### src/rtl/fbcpu_pkg.sv
// Shared types and address-map constants for the FB-CPU memory-side block.
package fbcpu_pkg;

    localparam int unsigned ADDRESS_WIDTH_DEF = 6;
    localparam int unsigned DATA_WIDTH_DEF    = 10;
    localparam int unsigned DEPTH_DEF         = 1 << ADDRESS_WIDTH_DEF;

    // Top two words of the address space are memory-mapped I/O.
    localparam int unsigned IO_OUT_ADDR = DEPTH_DEF - 2;
    localparam int unsigned IO_IN_ADDR  = DEPTH_DEF - 1;

    typedef enum logic [1:0] {
        CLEAR = 2'd0,
        LOAD  = 2'd1,
        RUN   = 2'd2
    } boot_state_e;

    // Which registered source MDROut presents this cycle.
    typedef enum logic [1:0] {
        MDR_ZERO = 2'd0,
        MDR_RAM  = 2'd1,
        MDR_IO   = 2'd2
    } mdr_src_e;

    function automatic int unsigned io_out_addr(input int unsigned aw);
        return (1 << aw) - 2;
    endfunction

    function automatic int unsigned io_in_addr(input int unsigned aw);
        return (1 << aw) - 1;
    endfunction

endpackage

### src/rtl/fbcpu_ram_sp.sv
// Single-port word RAM: one write port, registered read-first read port.
module fbcpu_ram_sp #(
    parameter int unsigned ADDRESS_WIDTH = 6,
    parameter int unsigned DATA_WIDTH    = 10
) (
    input  logic                     clk,
    input  logic                     we,
    input  logic [ADDRESS_WIDTH-1:0] addr,
    input  logic [DATA_WIDTH-1:0]    wdata,
    output logic [DATA_WIDTH-1:0]    rdata
);

    localparam int unsigned DEPTH = 1 << ADDRESS_WIDTH;

    logic [DATA_WIDTH-1:0] mem [DEPTH];
    logic [DATA_WIDTH-1:0] rdata_d;
    logic [DATA_WIDTH-1:0] rdata_q;

    // Combinational read of the addressed word (old contents on a write cycle).
    always_comb begin
        rdata_d = mem[addr];
    end

    // Array write and read-data register; read sees pre-write contents.
    always_ff @(posedge clk) begin
        if (we) begin
            mem[addr] <= wdata;
        end
        rdata_q <= rdata_d;
    end

    assign rdata = rdata_q;

endmodule

### src/rtl/fbcpu_memory.sv
// Memory-side responder for the FB-CPU bus: RAM, two I/O words, boot sequencer.
module fbcpu_memory
    import fbcpu_pkg::*;
#(
    parameter int unsigned ADDRESS_WIDTH = ADDRESS_WIDTH_DEF,
    parameter int unsigned DATA_WIDTH    = DATA_WIDTH_DEF
) (
    input  logic                     clk,
    input  logic                     rst,
    input  logic [ADDRESS_WIDTH-1:0] MAR,
    input  logic                     RAMWr,
    input  logic [DATA_WIDTH-1:0]    MDRIn,
    output logic [DATA_WIDTH-1:0]    MDROut,
    output logic                     cpu_hold,
    input  logic                     ld_valid,
    input  logic [DATA_WIDTH-1:0]    ld_data,
    input  logic                     ld_last,
    output logic                     ld_ready,
    input  logic [DATA_WIDTH-1:0]    io_in,
    output logic [DATA_WIDTH-1:0]    io_out,
    output logic                     io_out_strobe,
    output logic [1:0]               boot_state
);

    localparam logic [ADDRESS_WIDTH-1:0] MAP_IO_OUT   = ADDRESS_WIDTH'(io_out_addr(ADDRESS_WIDTH));
    localparam logic [ADDRESS_WIDTH-1:0] MAP_IO_IN    = ADDRESS_WIDTH'(io_in_addr(ADDRESS_WIDTH));
    localparam logic [ADDRESS_WIDTH-1:0] MAP_LAST_RAM = ADDRESS_WIDTH'(io_out_addr(ADDRESS_WIDTH) - 1);
    localparam logic [ADDRESS_WIDTH-1:0] ADDR_ONE     = ADDRESS_WIDTH'(1);

    boot_state_e               state_q, state_d;
    logic [ADDRESS_WIDTH-1:0]  clear_addr_q, clear_addr_d;
    logic [ADDRESS_WIDTH-1:0]  ld_addr_q, ld_addr_d;
    logic [DATA_WIDTH-1:0]     io_out_q, io_out_d;
    logic                      strobe_q, strobe_d;
    logic                      cpu_hold_q, cpu_hold_d;
    mdr_src_e                  mdr_src_q, mdr_src_d;
    logic [DATA_WIDTH-1:0]     io_rd_q, io_rd_d;

    logic                      ram_we;
    logic [ADDRESS_WIDTH-1:0]  ram_addr;
    logic [DATA_WIDTH-1:0]     ram_wdata;
    logic [DATA_WIDTH-1:0]     ram_rdata;

    fbcpu_ram_sp #(
        .ADDRESS_WIDTH (ADDRESS_WIDTH),
        .DATA_WIDTH    (DATA_WIDTH)
    ) u_ram (
        .clk   (clk),
        .we    (ram_we),
        .addr  (ram_addr),
        .wdata (ram_wdata),
        .rdata (ram_rdata)
    );

    // Boot sequencing, RAM write-port mux and CPU read/write decode.
    always_comb begin
        state_d      = state_q;
        clear_addr_d = clear_addr_q;
        ld_addr_d    = ld_addr_q;
        io_out_d     = io_out_q;
        strobe_d     = 1'b0;
        mdr_src_d    = MDR_ZERO;
        io_rd_d      = io_rd_q;
        ram_we       = 1'b0;
        ram_addr     = MAR;
        ram_wdata    = MDRIn;
        ld_ready     = 1'b0;

        case (state_q)
            CLEAR: begin
                ram_we    = 1'b1;
                ram_addr  = clear_addr_q;
                ram_wdata = '0;
                if (clear_addr_q == MAP_LAST_RAM) begin
                    state_d = LOAD;
                end else begin
                    clear_addr_d = clear_addr_q + ADDR_ONE;
                end
            end
            LOAD: begin
                ld_ready  = 1'b1;
                ram_addr  = ld_addr_q;
                ram_wdata = ld_data;
                if (ld_valid) begin
                    ram_we    = 1'b1;
                    ld_addr_d = ld_addr_q + ADDR_ONE;
                    if (ld_last || ld_addr_q == MAP_LAST_RAM) begin
                        state_d = RUN;
                    end
                end
            end
            RUN: begin
                ram_we = RAMWr && (MAR < MAP_IO_OUT);
                if (RAMWr && MAR == MAP_IO_OUT) begin
                    io_out_d = MDRIn;
                    strobe_d = 1'b1;
                end
                // I/O reads capture the pre-write value so they stay read-first too.
                if (MAR == MAP_IO_OUT) begin
                    mdr_src_d = MDR_IO;
                    io_rd_d   = io_out_q;
                end else if (MAR == MAP_IO_IN) begin
                    mdr_src_d = MDR_IO;
                    io_rd_d   = io_in;
                end else begin
                    mdr_src_d = MDR_RAM;
                end
            end
            default: begin
                state_d = CLEAR;
            end
        endcase

        cpu_hold_d = (state_q != RUN);
    end

    // State and output registers with synchronous reset.
    always_ff @(posedge clk) begin
        if (rst) begin
            state_q      <= CLEAR;
            clear_addr_q <= '0;
            ld_addr_q    <= '0;
            io_out_q     <= '0;
            strobe_q     <= 1'b0;
            cpu_hold_q   <= 1'b1;
            mdr_src_q    <= MDR_ZERO;
            io_rd_q      <= '0;
        end else begin
            state_q      <= state_d;
            clear_addr_q <= clear_addr_d;
            ld_addr_q    <= ld_addr_d;
            io_out_q     <= io_out_d;
            strobe_q     <= strobe_d;
            cpu_hold_q   <= cpu_hold_d;
            mdr_src_q    <= mdr_src_d;
            io_rd_q      <= io_rd_d;
        end
    end

    // Read data selected from registered sources only, so MDROut has no path from MAR.
    always_comb begin
        case (mdr_src_q)
            MDR_RAM: MDROut = ram_rdata;
            MDR_IO:  MDROut = io_rd_q;
            default: MDROut = '0;
        endcase
    end

    assign cpu_hold      = cpu_hold_q;
    assign io_out        = io_out_q;
    assign io_out_strobe = strobe_q;
    assign boot_state    = state_q;

endmodule

### config.mk
export PLATFORM = sky130hd
export DESIGN_NAME = fbcpu_memory
export DESIGN_NICKNAME = d
export VERILOG_FILES = /design/src/rtl/fbcpu_pkg.sv /design/src/rtl/fbcpu_ram_sp.sv /design/src/rtl/fbcpu_memory.sv
export SDC_FILE = /design/constraint.sdc
export NUM_CORES = 1
export LEC_CHECK = 0
export ABC_AREA = 1
export CAP_MARGIN = 40
export CORE_MARGIN = 4
export CORE_UTILIZATION = 25
export DETAILED_ROUTE_END_ITERATION = 8
export SYNTH_ARGS = -nofsm -noshare
export SYNTH_HDL_FRONTEND = slang
export SYNTH_HIERARCHICAL = 1
export SYNTH_SLANG_ARGS = --single-unit
### constraint.sdc
create_clock -name clk -period 5.3 [get_ports clk]
set_clock_uncertainty 0.15 [all_clocks]
set_input_delay 1.06 -clock clk [delete_from_list [all_inputs] [get_ports clk]]
set_output_delay 1.06 -clock clk [all_outputs]
set_load 0.02 [all_outputs]
Word-level counts from Yosys, hierarchy flattened
Memories as Yosys holds them, arrays and structs flattened. A register that Yosys moved wholly into a read port is not among the register bits.
Cells that the tools add are included.
- RAM bits: 640
- register bits after elaboration: 38
- bits of input ports: 41
- output and inout port bits: 25
- bits in latches: 0
- memories: 1
- bits in read-only memories: 0
- logic and storage cells: 56
- memories (memory ; words ; bits a word ; rd ports ; clocked after memory_dff ; write ports ; line ; text):
    u_ram.mem ; 64 ; 10 ; 1 ; 1 ; 1 ; fbcpu_ram_sp.sv:15 ; logic [DATA_WIDTH-1:0] mem [DEPTH];
- reductions and logical operators: 12
- shift-type cells: 0
- eq/ne operators: 12
- divide/modulo/power cells: 0
- $mul: 0
- order comparisons: 1
- bitwise logic cells: 2
- add/sub/neg operators: 2
- muxes and demuxes: 17
- operators by type and width (kind ; count):
    $pmux W10 S2 ; 2
    $eq A6 B6 Y1 const B ; 4
    $mux W10 ; 2
    $add A6 B1 Y6 const B ; 2
    $pmux W6 S2 ; 1
    $mux W2 ; 5
    $ne A2 B2 Y1 const B ; 4
    $reduce_and A2 Y1 ; 4
    $lt A6 B6 Y1 const B ; 1
    $pmux W2 S3 ; 1
    $mux W1 ; 5
    $eq A2 B1 Y1 const B ; 2
    $eq A2 B2 Y1 const B ; 2
    $reduce_and A4 Y1 ; 1
    $pmux W1 S3 ; 1
    $reduce_or A3 Y1 ; 1
    $logic_and A1 B1 Y1 ; 2
    $logic_not A2 Y1 ; 1
    $not A1 Y1 ; 2
    $reduce_bool A2 Y1 ; 1
    $reduce_or A2 Y1 ; 1
    $logic_or A1 B1 Y1 ; 1

Depth between registers and ports, before layout
Gate-level depths: netlist of the first run.
- depth after elaboration: 5
- depth in mapped cells: 17
- depth with buffers taken out: 15

By module
The synthesis of the first run kept the hierarchy.
- by module, submodules not included (module ; seq. area each (um2) ; cells an instance ; area an instance (um2) ; instances):
    fbcpu_ram_sp ; 19418.6 ; 2693 ; 27287.4 ; 1
    fbcpu_memory ; 760.7 ; 366 ; 2215.9 ; 1

Worst setup path before layout of the first run
No wires, ideal clock.
- kind: input port to flip-flop
- start point: in MDRIn[9]
- end point: mem u_ram.mem[0][9], data pin
- path buffers: 0
- cell stages on the path: 2
- data arrival time: 3631 ps
- path slack: 817 ps
- data required time: 4448 ps
- library setup time: 702 ps
- cell sequence: inv_1 -> o21ai_0
- word-level cells in the longest chain between the ends: 1
- RTL lines (item ; line ; text):
    from (decl) ; fbcpu_memory.sv:12 ; input logic [DATA_WIDTH-1:0] MDRIn,
    $pmux W10 S2 ; fbcpu_memory.sv:69 ; case (state_q)
    named net ram_wdata[9] ; fbcpu_memory.sv:41 ; logic [DATA_WIDTH-1:0] ram_wdata;
    to (decl) ; fbcpu_ram_sp.sv:15 ;
The timed path passes the listed nets, and every way through them passes these cells.

Worst setup path after layout of the first run
- start point: in MAR[0]
- end point: reg u_ram.rdata_q[9] (netlist: u_ram/rdata[9]), read port of u_ram.mem
- word-level cells in the longest chain between the ends: 1
- RTL lines (item ; line ; text):
    from (decl) ; fbcpu_memory.sv:10 ; input logic [ADDRESS_WIDTH-1:0] MAR,
    $pmux W6 S2 ; fbcpu_memory.sv:69 ;
    named net ram_addr[0] ; fbcpu_memory.sv:40 ; logic [ADDRESS_WIDTH-1:0] ram_addr;
    to (decl) ; fbcpu_ram_sp.sv:17 ; logic [DATA_WIDTH-1:0] rdata_q;
The timed path passes the listed nets, and every way through them passes these cells.
A chain may end at the register's enable or synchronous reset.

==> impl.org, run 1 <==
** Global route
- Overflow left after global routing :: 0
- Across every metal layer, demand over resource in global routing totals 12.7%.
- First-pass GRT wire length :: 121 mm
- Number of antenna violations at the first check in global routing :: 3
- Maximum number of pins on one net before global-route repair :: 161
- Number of global-route vias before repair :: 19,978

** Power
- Worst vdd ir :: 0.222 mV
- Cell internal power was estimated by the tool at 9.33 mW.
- For this design the total switching power over the nets is 2.78 mW.
- The design draws 12.1 mW.
- Leakage :: 14.5 nW
- Of the total power, registers draw 48.9%.
- Net switching share of the total power :: 22.9%
- Power per Cell Area :: 346 nW/um^2
- Clock network fraction of total power :: 44.1%
- Combinational group share of total power :: 7.0%

** Die
- Starting utilization of the core area :: 25.3%
- In this run the vertical extent of the chip is 352 um.
- The region available for standard cell placement spans 117,000 um^2.
- Number of rows in the core area :: 125
- The die is 352 um wide.
- In this run the count of I/O pins placed on the die edge is 66.
- Floorplan die area :: 124,000 um^2

** Route
- First-pass iteration count of the detailed router :: 7
- After detailed routing, the number of remaining DRC violations is 0.
- After detailed routing, the number of vias per cell comes to 4.38.
- The detailed router placed 20,860 vias in this run.
- Antenna Nets Post-Route :: 0
- Overall routed net length :: 80.5 mm
- Starting DRT DRC Count :: 1,763
- Wire length per cell after detailed routing :: 16.9 um

** Yosys
- The number of nets in the synthesized netlist is 3,106.
- After synthesis the cells add up to 29,500 um^2.
- Sequential-to-total area share from yosys stat :: 68.4%
- Yosys printed 6 warnings.
- In this run, synthesis produced a sequential element count of 688.
- After technology mapping, the gate count stands at 3,059.
- Post-synthesis average cell area :: 9.64 um^2
- The number of different library cells used by synthesis comes to 31.

** CTS
- The clock tree synthesis step divided the H-tree into 3 levels.
- Gates resized during post-CTS repair numbered 0.
- After clock tree synthesis, the clock-pin slew on the worst setup and hold paths is 0.05 ns.
- The number of clock buffers added by TritonCTS is 77.
- Post-CTS repair timing setup buffer count :: 0
- TritonCTS built the clock tree.
- Clock latency on the worst-skew pair :: 0.62 ns
- The number of hold buffers added after CTS was 0.
- The clock passes through at most 3 buffers.
- CTS saw 688 sinks.
- The root buffer cell chosen for the clock tree is sky130_fd_sc_hd__clkbuf_16.

** Cells and area
- Layout cells sized above 1 :: 8.16%
- Fillcell total :: 11,999
- The finished cells cover 35,000 um^2.
- Most common cell after layout, fill and taps aside :: sky130_fd_sc_hd__nand2_1
- Post-synthesis to final-layout area growth :: 18.7%
- Commonest non-fill, non-tap cells in the layout :: sky130_fd_sc_hd__nand2_1 (1,878), sky130_fd_sc_hd__edfxtp_1 (640), sky130_fd_sc_hd__nor2_1 (132), sky130_fd_sc_hd__buf_4 (112), sky130_fd_sc_hd__clkbuf_16 (81)
- In the final design database the tool counted 3,224 nets.

** Critical path
- The setup path with the least slack is of type input pin to register.
- Critical Path End :: u_ram/rdata[9]
- Critical path endpoint category :: register
- End of the worst register-to-register path :: u_ram/rdata[8]
- The most critical setup path has its startpoint at MAR[0].
- Highest net fanout along the worst path :: 138
- WP data arrival :: 4.38 ns
- Cells on worst reg2reg path :: 12
- Type of origin of the critical path :: input pin
- Reg-to-reg slack, setup :: 1.33 ns
- STA puts the critical path data required time at 5.70 ns.
- In this run the critical register-to-register path is launched from boot_state[1].

** Timing
- Worst relative slew slack :: 34.7%
- Final period utilization :: 75.0%
- Derived from the worst setup path, the maximum achievable clock frequency is 0.252 GHz.
- The number of max-slew violations in the final report was 0.
- The final-report hold violation count came to 0.
- Hold is met by 0.347 ns.
- Final critical path time including I/O delays and setup :: 3.98 ns
- Setup repair after global routing missed its margin :: false
- For the final routed database, the setup TNS stands at 0 ns.
- At the pin with the least slew margin, the transition time is 0.979 ns.
- Final setup vio count :: 0
- Fin worst setup slack :: 1.32 ns

** Run
- The tool flagged a number of max-cap violations equal to 0.

** Placement
- At the end of routability-driven placement, the weighted congestion stood at 0.837.
- Input and output buffers added on the ports amount to 65.
- In this run the cell area measured after placement is 32,500 um^2.
- Placed wire-length estimate :: 47.1 mm
- Prior to clock tree synthesis, the placed netlist has a worst setup slack of 0.735 ns.

** Outcome
- Status :: finished, final reports clean

** Worst hold path
- Type of the most critical hold path :: register to register
==> power by group through the flow <==
stage	clock network [mW]	registers, mW	logic (mW)
CTS	5.44	5.93	0.849
global route	5.66	5.92	0.948
floorplan	0	6.02	0.551
detailed placement	0	6.04	0.846
finish	5.34	5.93	0.844
global placement	0	6.04	0.840
==> registers in the layout, indices dropped and copies added, names as in the netlist <==
register and cells:
u_ram/mem 640, ld_addr_q 6, mdr_src_q 2, io_out 10, io_out_strobe 1, u_ram/rdata 10
io_rd_q 10, clear_addr_q 6, cpu_hold 1, boot_state 2
==> through the flow <==
| step | std cells | util (%) |
|---|---|---|
| 2_1_floorplan | 3059 | - |
| 3_3_place_gp | 4617 | 27.8 |
| 3_5_place_dp | 4622 | 27.9 |
| 4_1_cts | 4759 | 30.0 |
| 5_1_grt | 4760 | 30.0 |
| 6_report | 4760 | 30.0 |
==> synth_stat cells <==
cell                          n  share of area [%]
sky130_fd_sc_hd__xor2_1       1              0.030
sky130_fd_sc_hd__nor4_1       2              0.042
sky130_fd_sc_hd__dfxtp_1     48                3.3
sky130_fd_sc_hd__buf_6        3               0.11
sky130_fd_sc_hd__or2_2       16               0.34
sky130_fd_sc_hd__inv_2        3              0.038
sky130_fd_sc_hd__clkbuf_1    34               0.43
sky130_fd_sc_hd__buf_4        4               0.10
sky130_fd_sc_hd__nand2_2      1              0.021
sky130_fd_sc_hd__o221ai_1     1              0.030
sky130_fd_sc_hd__o21ai_1      1              0.017
sky130_fd_sc_hd__a22oi_1      3              0.076
sky130_fd_sc_hd__o21ai_0     22               0.37
sky130_fd_sc_hd__nor3b_1      1              0.025
sky130_fd_sc_hd__nand3_1     24               0.41
sky130_fd_sc_hd__a31oi_1      1              0.021
sky130_fd_sc_hd__nor2_4       1              0.038
sky130_fd_sc_hd__nand3b_1     1              0.025
sky130_fd_sc_hd__edfxtp_1   640                 65
sky130_fd_sc_hd__clkinv_1     1              0.013
sky130_fd_sc_hd__a21oi_1     25               0.42
sky130_fd_sc_hd__buf_1       22               0.28
sky130_fd_sc_hd__inv_1       81                1.0
sky130_fd_sc_hd__nand4_1      3              0.064
sky130_fd_sc_hd__o211ai_1     7               0.18
sky130_fd_sc_hd__nor2_2       2              0.042
sky130_fd_sc_hd__nor2_1     132                1.7
sky130_fd_sc_hd__ha_1         6               0.25
sky130_fd_sc_hd__buf_2       82                1.4
sky130_fd_sc_hd__nand2_1   1878                 24
sky130_fd_sc_hd__nor3_1      13               0.22
==> final cells by class <==
| cell class | count | area, um^2 | area share [%] |
|---|---|---|---|
| Sequential cell | 688 | 20200 | 57.6 |
| Clock buffer | 102 | 2130 | 6.07 |
| Multi-Input combinational cell | 2141 | 8470 | 24.2 |
| Inverter | 85 | 329 | 0.939 |
| Clock inverter | 35 | 374 | 1.07 |
| Timing Repair Buffer | 184 | 1650 | 4.70 |
| Tap cell | 1524 | 1910 | 5.44 |
| Antenna cell | 1 | 2.50 | 0.00714 |
==> cells by family (layout without fill, tap and decap cells) <==
logic type               after synthesis  in the layout  share of synthesized area (%)
AND/OR/NAND/NOR                     2074           2074                           26.8
buffers and inverters                230            406                           3.40
AO/OA/AOI/OAI                         60             60                           1.12
adder cells (fa/ha/maj)                6              6                          0.254
flip-flops                           688            688                           68.4
XOR/XNOR                               1              1                         0.0297
other                                  0              1                              0
==> worst min-delay path by stage <==
stage	end	cells past startpoint	slack, ns	start
floorplan	clear_addr_q[5]	2	0.31	clear_addr_q[5]
global placement	io_out[1]	2	0.34	io_out[1]
detailed placement	io_out[5]	2	0.34	io_out[5]
CTS	io_out[5]	2	0.35	io_out[5]
global route	io_out[7]	2	0.38	io_out[7]
finish	io_out[5]	2	0.35	io_out[5]
==> layer usage <==
metal  GRT usage, %  up-vias  wire length (um)
met2           20.4      667             37000
met4           5.04        2              2970
li1               -    10045                 -
met5              0        -                12
met3           2.96      158              6030
met1           16.7     9988             34400
==> worst max-delay path: stages <==
cell	delay [ns]
sky130_fd_sc_hd__clkdlybuf4s50_1	0.62
sky130_fd_sc_hd__a22oi_1	0.37
sky130_fd_sc_hd__o21ai_4	0.17
sky130_fd_sc_hd__inv_8	0.41
sky130_fd_sc_hd__buf_12	0.57
sky130_fd_sc_hd__nand2_1	0.10
sky130_fd_sc_hd__nand2_1	0.09
sky130_fd_sc_hd__nand2_1	0.05
sky130_fd_sc_hd__nand2_1	0.09
sky130_fd_sc_hd__nand2_1	0.09
sky130_fd_sc_hd__nand2_1	0.09
sky130_fd_sc_hd__nand2_1	0.17
sky130_fd_sc_hd__nand2_1	0.12
sky130_fd_sc_hd__nor2_1	0.05
sky130_fd_sc_hd__nand2_1	0.07
Power figures use the tool's default switching activity.
==> run 2: changes to the inputs <==
- clock period: 5.3 -> 3.7 ns (I/O delays scaled with it)
==> impl.org, run 2 (synthesis gave the netlist of run 1 again) <==
** Outcome
- Status: finished, final reports clean (unchanged).

** Cells and area
- The final-layout fill cell count was 12,015 (was 11,999).
- Largest Register :: u_ram/mem (unchanged)
- The net count of the finished layout was 3,254 (was 3,224).
- Commonest non-fill, non-tap cells in the layout: sky130_fd_sc_hd__nand2_1 (1,878), sky130_fd_sc_hd__edfxtp_1 (640), sky130_fd_sc_hd__nor2_1 (132), sky130_fd_sc_hd__buf_4 (127), sky130_fd_sc_hd__inv_1 (80) (was sky130_fd_sc_hd__nand2_1 (1,878), sky130_fd_sc_hd__edfxtp_1 (640), sky130_fd_sc_hd__nor2_1 (132), sky130_fd_sc_hd__buf_4 (112), sky130_fd_sc_hd__clkbuf_16 (81)).
- The commonest non-fill, non-tap cell in the layout is sky130_fd_sc_hd__nand2_1 (unchanged).
- The layout cell share with drive strength beyond 1 was 8.83% (was 8.16%).
- Non-filler instance count after layout :: 4,788 (was 4,760)
- The final cell area excluding filler cells came to 35,400 um^2 (was 35,000 um^2).
- Post-synthesis to final-layout area growth :: 19.9% (was 18.7%)
- The flip-flop count of the largest register, all copies and words added is 640 (unchanged).

** Die
- Core Footprint :: 117,000 um^2 (unchanged)
- Boundary pin count :: 66 (unchanged)
- Die X :: 352 um (unchanged)
- Floorplan die area :: 124,000 um^2 (unchanged)
- Number of rows in the core area :: 125 (unchanged)
- Starting utilization of the core area :: 25.3% (unchanged)
- The die span in y was 352 um (unchanged).

** Route
- First-pass iteration count of the detailed router :: 5 (was 7)
- The post-detailed-route via-to-cell ratio was 4.32 (was 4.38).
- The total via count in the routed design came to 20,664 (was 20,860).
- The number of design rule violations left after detail routing is 0 (unchanged).
- Antenna Nets Post-Route :: 0 (unchanged)
- The violation count after the first detailed-routing iteration is 1,724 (was 1,763).
- Wire length per cell after detailed routing :: 16.7 um (was 16.9 um)
- Overall routed net length :: 79.8 mm (was 80.5 mm)

** CTS
- The post-cts hold buffer count was 0 (unchanged).
- The maximum number of buffers from clock root to sink is 3 (unchanged).
- Post-CTS repair timing setup buffer count :: 0 (unchanged)
- The worst-skew pair later-pin latency is 0.62 ns (about the same).
- H-tree levels :: 3 (unchanged)
- The number of clock sinks seen by CTS was 688 (unchanged).
- Clock transition at path regs :: 0.05 ns (about the same)
- The number of buffers created by CTS was 75 (was 77).
- The clock root buffer is sky130_fd_sc_hd__clkbuf_16 (unchanged).
- The quantity of gates resized following cts came to 0 (unchanged).
- The CTS tree was yes (unchanged).

** Timing
- Fin Setup TNS :: 0 ns (unchanged)
- Transition time at the pin with the least slew margin :: 0.948 ns (was 0.979 ns)
- Worst relative slew slack :: 36.6% (was 34.7%)
- Derived from the worst setup path, the maximum achievable clock frequency is 0.310 GHz.
- For the finished layout, the period the worst path requires is 3.22 ns.
- The final-report hold violation count is 0 (unchanged).
- Setup repair after global routing missed its margin :: false (unchanged)
- Max Transition Viols Final :: 0 (unchanged)
- Final period utilization :: 87.1%
- Final setup vio count :: 0 (unchanged)
- The worst hold margin was 0.349 ns (was 0.347 ns).

** Power
- Post-layout total power :: 17.0 mW (was 12.1 mW)
- Power per Cell Area :: 482 nW/um^2 (was 346 nW/um^2)
- Leakage :: 14.7 nW (was 14.5 nW)
- The worst supply voltage drop on vdd came to 0.319 mV (was 0.222 mV).

** Global route
- Maximum number of pins on one net before global-route repair :: 153 (was 161)
- Global routing usage summed across all routing layers :: 12.7% (about the same)
- The overall overflow remaining after global route is 0 (unchanged).
- Number of global-route vias before repair :: 19,971 (was 19,978)
- The global-route wire length before repair came to 122 mm (was 121 mm).
- The number of antenna violations at the first check in global routing is 2 (was 3).

** Critical path
- Highest net fanout along the worst path :: 10 (was 138)
- Reg-to-reg slack, setup :: 0.48 ns (was 1.33 ns)
- The worst reg2reg path startpoint is boot_state[0] (was boot_state[1]).
- CP top delay family :: simple AND/OR/NAND/NOR gates (was buffers and inverters)
- Count of buffering cells on the critical path with inverters included :: 6 (was 3)
- Crit path required time :: 3.79 ns (was 5.70 ns)
- The count of cells along the worst register-to-register path is 10 (was 12).
- Crit path largest cell delay :: 0.67 ns (was 0.62 ns)
- Crit path cell chain :: inv_1 -> nor2_4 -> inv_1 -> o221ai_1 -> inv_1 -> nor3_1 -> buf_4 -> inv_1 -> buf_4 -> nor2_1 (was clkdlybuf4s50_1 -> a22oi_1 -> o21ai_4 -> inv_8 -> buf_12 -> nand2_1 -> nand2_1 -> nand2_1 -> nand2_1 -> nand2_1 -> nand2_1 -> nand2_1 -> nand2_1 -> nor2_1 -> nand2_1)
- The critical path startpoint is boot_state[0] (was MAR[0]).
- End of the worst register-to-register path :: u_ram/mem[37][9] (was u_ram/rdata[8])
- WP data arrival :: 3.31 ns (was 4.38 ns)
- The critical path depth was 10 (was 15).
- Class of the most critical setup path :: register to register (was input pin to register)
- Type of origin of the critical path :: register (was input pin)
- Critical path endpoint category :: register (unchanged)
- The endpoint of the most critical setup path was u_ram/mem[37][9] (was u_ram/rdata[9]).
- The most prevalent standard cell on the critical path is sky130_fd_sc_hd__inv_1 (was sky130_fd_sc_hd__nand2_1).
- The cell type of the slowest stage on the worst timing path was sky130_fd_sc_hd__nor2_1 (was sky130_fd_sc_hd__clkdlybuf4s50_1).

** Placement
- The weighted congestion at the end of routability-driven global placement came to 0.862 (was 0.837).
- The placed instance area is 33,000 um^2 (was 32,500 um^2).
- The post-placement cell count came to 4,653 (was 4,622).
- The count of buffers inserted at the top-level ports is 65 (unchanged).
- The HPWL reported at the end of detailed placement was 47.6 mm (was 47.1 mm).

** Worst hold path
- The path category of the worst min-delay check is register to register (unchanged).

** Run
- The max-capacitance violation count came to 0 (unchanged).
[run 2: cell types whose count changed in the layout (fill, tap and decap cells not counted), sizes merged]
cell      before  now
buf          119  151
clkbuf       102  101
inv           86   84
bufinv         8    6
clkinvlp       2    3
[run 2: final cells by class]
cell class                      instances  area (um^2)  area share, %
Timing Repair Buffer                  216         2090           5.91
Sequential cell                       688        20200           57.1
Multi-Input combinational cell       2141         8470           23.9
Antenna cell                            1         2.50        0.00708
Tap cell                             1524         1910           5.39
Clock inverter                         32          315          0.892
Inverter                               85          329          0.931
Clock buffer                          101         2070           5.85
[run 2: power by group]
part	internal [mW]	total [mW]	switching [mW]
clock network	4.33	7.30	2.98
registers	8.44	8.47	0.0332
logic	0.384	1.25	0.869
[run 2: per-layer routing]
layer  wire length (um)  GRT usage [%]  vias up
li1                   -              -    10109
met1              35100           17.1     9867
met2              37600           20.7      558
met3               4610           1.96      130
met4               2400           4.88        0
met5                  0              0        -
[run 2: worst min-delay path by stage]
| stage | startpoint | to | depth (start not counted) |
|---|---|---|---|
| after floorplan | clear_addr_q[5] | clear_addr_q[5] | 2 |
| after global placement | clear_addr_q[5] | clear_addr_q[5] | 2 |
| after detailed placement | io_out[0] | io_out[0] | 2 |
| after CTS | io_out[8] | io_out[8] | 2 |
| after global routing | clear_addr_q[5] | clear_addr_q[5] | 2 |
| final | io_out[8] | io_out[8] | 2 |
[run 2: tightest hold or removal path, stage by stage, from the launching register on]
cell and delay, ns:
sky130_fd_sc_hd__dfxtp_1 0.32, sky130_fd_sc_hd__nor2_1 0.10, sky130_fd_sc_hd__nor2_1 0.05
[run 2: through the flow]
step	util, %	setup slack (ns)
after floorplan	-	-0.517
after global placement	28.1	-0.0248
after detailed placement	28.3	0.0758
after CTS	30.3	0.413
after global routing	30.3	0.276
final	30.3	0.478
==> run 3: changes to the inputs <==
- CORE_ASPECT_RATIO: default -> 0.8
- REMOVE_ABC_BUFFERS: default -> 1
==> impl.org, run 3 (synthesis gave the netlist of run 1 again) <==
** Outcome
- Status :: finished, final reports clean (unchanged)

** Timing
- The final clock period utilization by the worst path was 89.0% (was 87.1%).
- Fin Setup TNS :: 0 ns (unchanged)
- Worst relative slew slack :: 41.0% (was 36.6%)
- The setup-violating endpoint count in the final report is 0 (unchanged).
- The maximum frequency from static timing analysis is 0.304 GHz (was 0.310 GHz).
- The final-report hold violation count was 0 (unchanged).
- Setup repair after global routing missed its margin :: false (unchanged)
- The final critical path time including I/O delays and setup was 3.29 ns (was 3.22 ns).
- The number of max-slew violations in the final report is 0 (unchanged).
- Fin worst setup slack :: 0.407 ns (was 0.478 ns)
- The transition at the pin with the smallest max-transition slack came to 0.885 ns (was 0.948 ns).

** Critical path
- Crit path required time :: 3.84 ns (was 3.79 ns)
- Crit path cell chain :: nor2_4 -> inv_1 -> o211ai_1 -> inv_1 -> nor3_1 -> inv_1 -> nor2_1 -> buf_4 (was inv_1 -> nor2_4 -> inv_1 -> o221ai_1 -> inv_1 -> nor3_1 -> buf_4 -> inv_1 -> buf_4 -> nor2_1)
- The count of cells along the worst register-to-register path is 8 (was 10).
- Class of the most critical setup path :: register to register (unchanged)
- Most used cell along the critical path :: sky130_fd_sc_hd__inv_1 (unchanged)
- The highest net fanout along the worst path was 10 (unchanged).
- Slowest library cell on the worst path :: sky130_fd_sc_hd__o211ai_1 (was sky130_fd_sc_hd__nor2_1)
- Critical path endpoint category :: register (unchanged)
- Type of origin of the critical path :: register (unchanged)
- The delay contributed by the slowest stage of the critical path is 0.56 ns (was 0.67 ns).
- WP data arrival :: 3.44 ns (was 3.31 ns)

** CTS
- CTS resizes :: 0 (unchanged)
- The post-cts hold buffer count was 0 (unchanged).
- Clock latency on the worst-skew pair :: 0.59 ns (was 0.62 ns)
- Root Driver :: sky130_fd_sc_hd__clkbuf_16 (unchanged)
- Post-CTS repair timing setup buffer count :: 0 (unchanged)
- The clock-pin slew of the registers on the worst-case setup and hold paths was 0.06 ns (was 0.05 ns).
- The number of buffers created by CTS was 68 (was 75).
- The number of H-tree branching levels came to 3 (unchanged).
- Clock tree from TritonCTS :: yes (unchanged)
- The maximum number of buffers from clock root to sink was 3 (unchanged).
- Clock Sinks :: 688 (unchanged)

** Global route
- Overflow left after global routing :: 0 (unchanged)
- The number of global-route vias before repair came to 19,353 (was 19,971).
- Global-route track usage on met3 :: 2.66% (was 1.96%)
- Met2 usage :: 18.5% (was 20.7%)
- First-pass GRT wire length :: 118 mm (was 122 mm)
- The pin count of the biggest net entering global routing is 78 (was 153).
- Most crowded layer after global routing :: met2 (unchanged)
- The number of antenna violations at the first check in global routing was 0 (was 2).
- Global routing usage summed across all routing layers :: 12.3% (was 12.7%)
- The met1 track demand over resource was 18.1% (was 17.1%).

** Die
- Boundary pin count :: 66 (unchanged)
- The die span in y is 315 um (was 352 um).
- The placeable core region came to 117,000 um^2 (about the same).
- Starting utilization of the core area :: 25.2% (was 25.3%)
- Floorplan die area :: 124,000 um^2 (about the same)
- The width of the chip came to 392 um (was 352 um).
- Number of rows in the core area :: 112 (was 125)

** Power
- The switching power summed over all nets is 3.77 mW (was 3.88 mW).
- The share of total power consumed by net switching came to 22.7% (was 22.8%).
- Worst vdd ir :: 0.307 mV (was 0.319 mV)
- Sequential share of power :: 51.2% (was 49.8%)
- The relative contribution of the clock network to total power was 41.0% (was 42.9%).
- Power per Cell Area :: 471 nW/um^2 (was 482 nW/um^2)
- The internal power component came to 12.8 mW (was 13.2 mW).
- The fraction of power consumed by combinational cells came to 7.8% (was 7.4%).
- The leakage power came to 14.6 nW (was 14.7 nW).

** Cells and area
- The post-layout utilization of the core was 30.1% (was 30.3%).
- The number of diodes added for antenna fixing came to 0 (was 1).
- Max reg flops :: 640 (unchanged)
- Commonest non-fill, non-tap cells in the layout :: sky130_fd_sc_hd__nand2_1 (1,878), sky130_fd_sc_hd__edfxtp_1 (640), sky130_fd_sc_hd__nor2_1 (132), sky130_fd_sc_hd__buf_4 (119), sky130_fd_sc_hd__inv_1 (80) (was sky130_fd_sc_hd__nand2_1 (1,878), sky130_fd_sc_hd__edfxtp_1 (640), sky130_fd_sc_hd__nor2_1 (132), sky130_fd_sc_hd__buf_4 (127), sky130_fd_sc_hd__inv_1 (80))
- Layout cells sized above 1 :: 8.51% (was 8.83%)
- The commonest non-fill, non-tap cell in the layout is sky130_fd_sc_hd__nand2_1 (unchanged).
- Final instance area :: 35,200 um^2 (was 35,400 um^2)
- Post-synthesis to final-layout area growth :: 19.2% (was 19.9%)
- The largest register by flop count is u_ram/mem (unchanged).
- Fin nets :: 3,244 (was 3,254)

** Route
- Antenna Nets Post-Route :: 0 (unchanged)
- Vias per std cell :: 4.31 (was 4.32)
- First-pass iteration count of the detailed router :: 5 (unchanged)
- The number of design rule violations left after detail routing is 0 (unchanged).
- Overall routed net length :: 77.3 mm (was 79.8 mm)
- Vias after detailed routing :: 20,585 (was 20,664)
- Wire length per cell after detailed routing :: 16.2 um (was 16.7 um)
- Starting DRT DRC Count :: 1,836 (was 1,724)

** Placement
- The HPWL reported at the end of detailed placement was 47.3 mm (was 47.6 mm).
- The weighted congestion at the end of routability-driven global placement is 0.833 (was 0.862).
- The placed instance area was 33,000 um^2 (about the same).
- Port Buf Inserts :: 65 (unchanged)
- The pre-CTS worst setup slack is 0.0639 ns (was 0.0758 ns).

** Worst hold path
- The cell depth of the worst hold path was 2 (unchanged).
- The path category of the worst min-delay check is register to register (unchanged).

** Run
- Count of max-cap constraint violations :: 0 (unchanged)
-- run 3: cell types whose count changed in the layout (fill, tap and decap cells not counted), sizes merged --
cell      change
diode         -1
clkinv        -5
clkinvlp      -2
inv           +1
clkbuf       -12
buf           -3
-- run 3: power by group through the flow --
stage	Combinational (mW)	Clock (mW)	Sequential, mW
after floorplan	1.03	0	8.62
after global placement	1.29	0	8.64
after detailed placement	1.29	0	8.64
after CTS	1.29	6.93	8.48
after global routing	1.45	7.28	8.47
final	1.30	6.79	8.48
-- run 3: area by class of cell --
type	instances	area, um^2
Inverter	85	329
Timing Repair Buffer	213	2120
Clock inverter	26	275
Sequential cell	688	20200
Multi-Input combinational cell	2141	8470
Clock buffer	89	1860
Tap cell	1539	1930
Fill cell	12075	81700
-- run 3: metal layers --
metal | part of all wire [%] | vias up | routed length, um
li1 | - | 10100 | -
met1 | 48 | 9823 | 37000
met2 | 43 | 578 | 33500
met3 | 6.9 | 84 | 5350
met4 | 1.8 | 0 | 1380
met5 | 0 | - | 0
-- run 3: worst max-delay path, delay by kind of cell, from the launching register on --
kind | cells | cell delay [ns]
and+or+nand+nor | 3 | 0.96
buffers and inverters | 4 | 0.90
AOI/OAI and AO/OA | 1 | 0.56
DFF | 1 | 0.43
-- run 3: worst paths after layout --
kind,from,to,slack [ns]
max,boot_state[1],u_ram/mem[25][4],0.41
min,io_out[5],io_out[5],0.34
max reg2reg,boot_state[1],u_ram/mem[25][4],0.41
min reg2reg,io_out[5],io_out[5],0.34
-- run 3: per-stage QoR --
step / power [mW] / hold slack [ns] / std cells
after CTS: 16.7 / 0.342 / 4781
final: 16.6 / 0.344 / 4781
after floorplan: 9.64 / 0.314 / 2914
after global placement: 9.93 / 0.332 / 4666
after detailed placement: 9.93 / 0.334 / 4666
after global routing: 17.2 / 0.370 / 4781
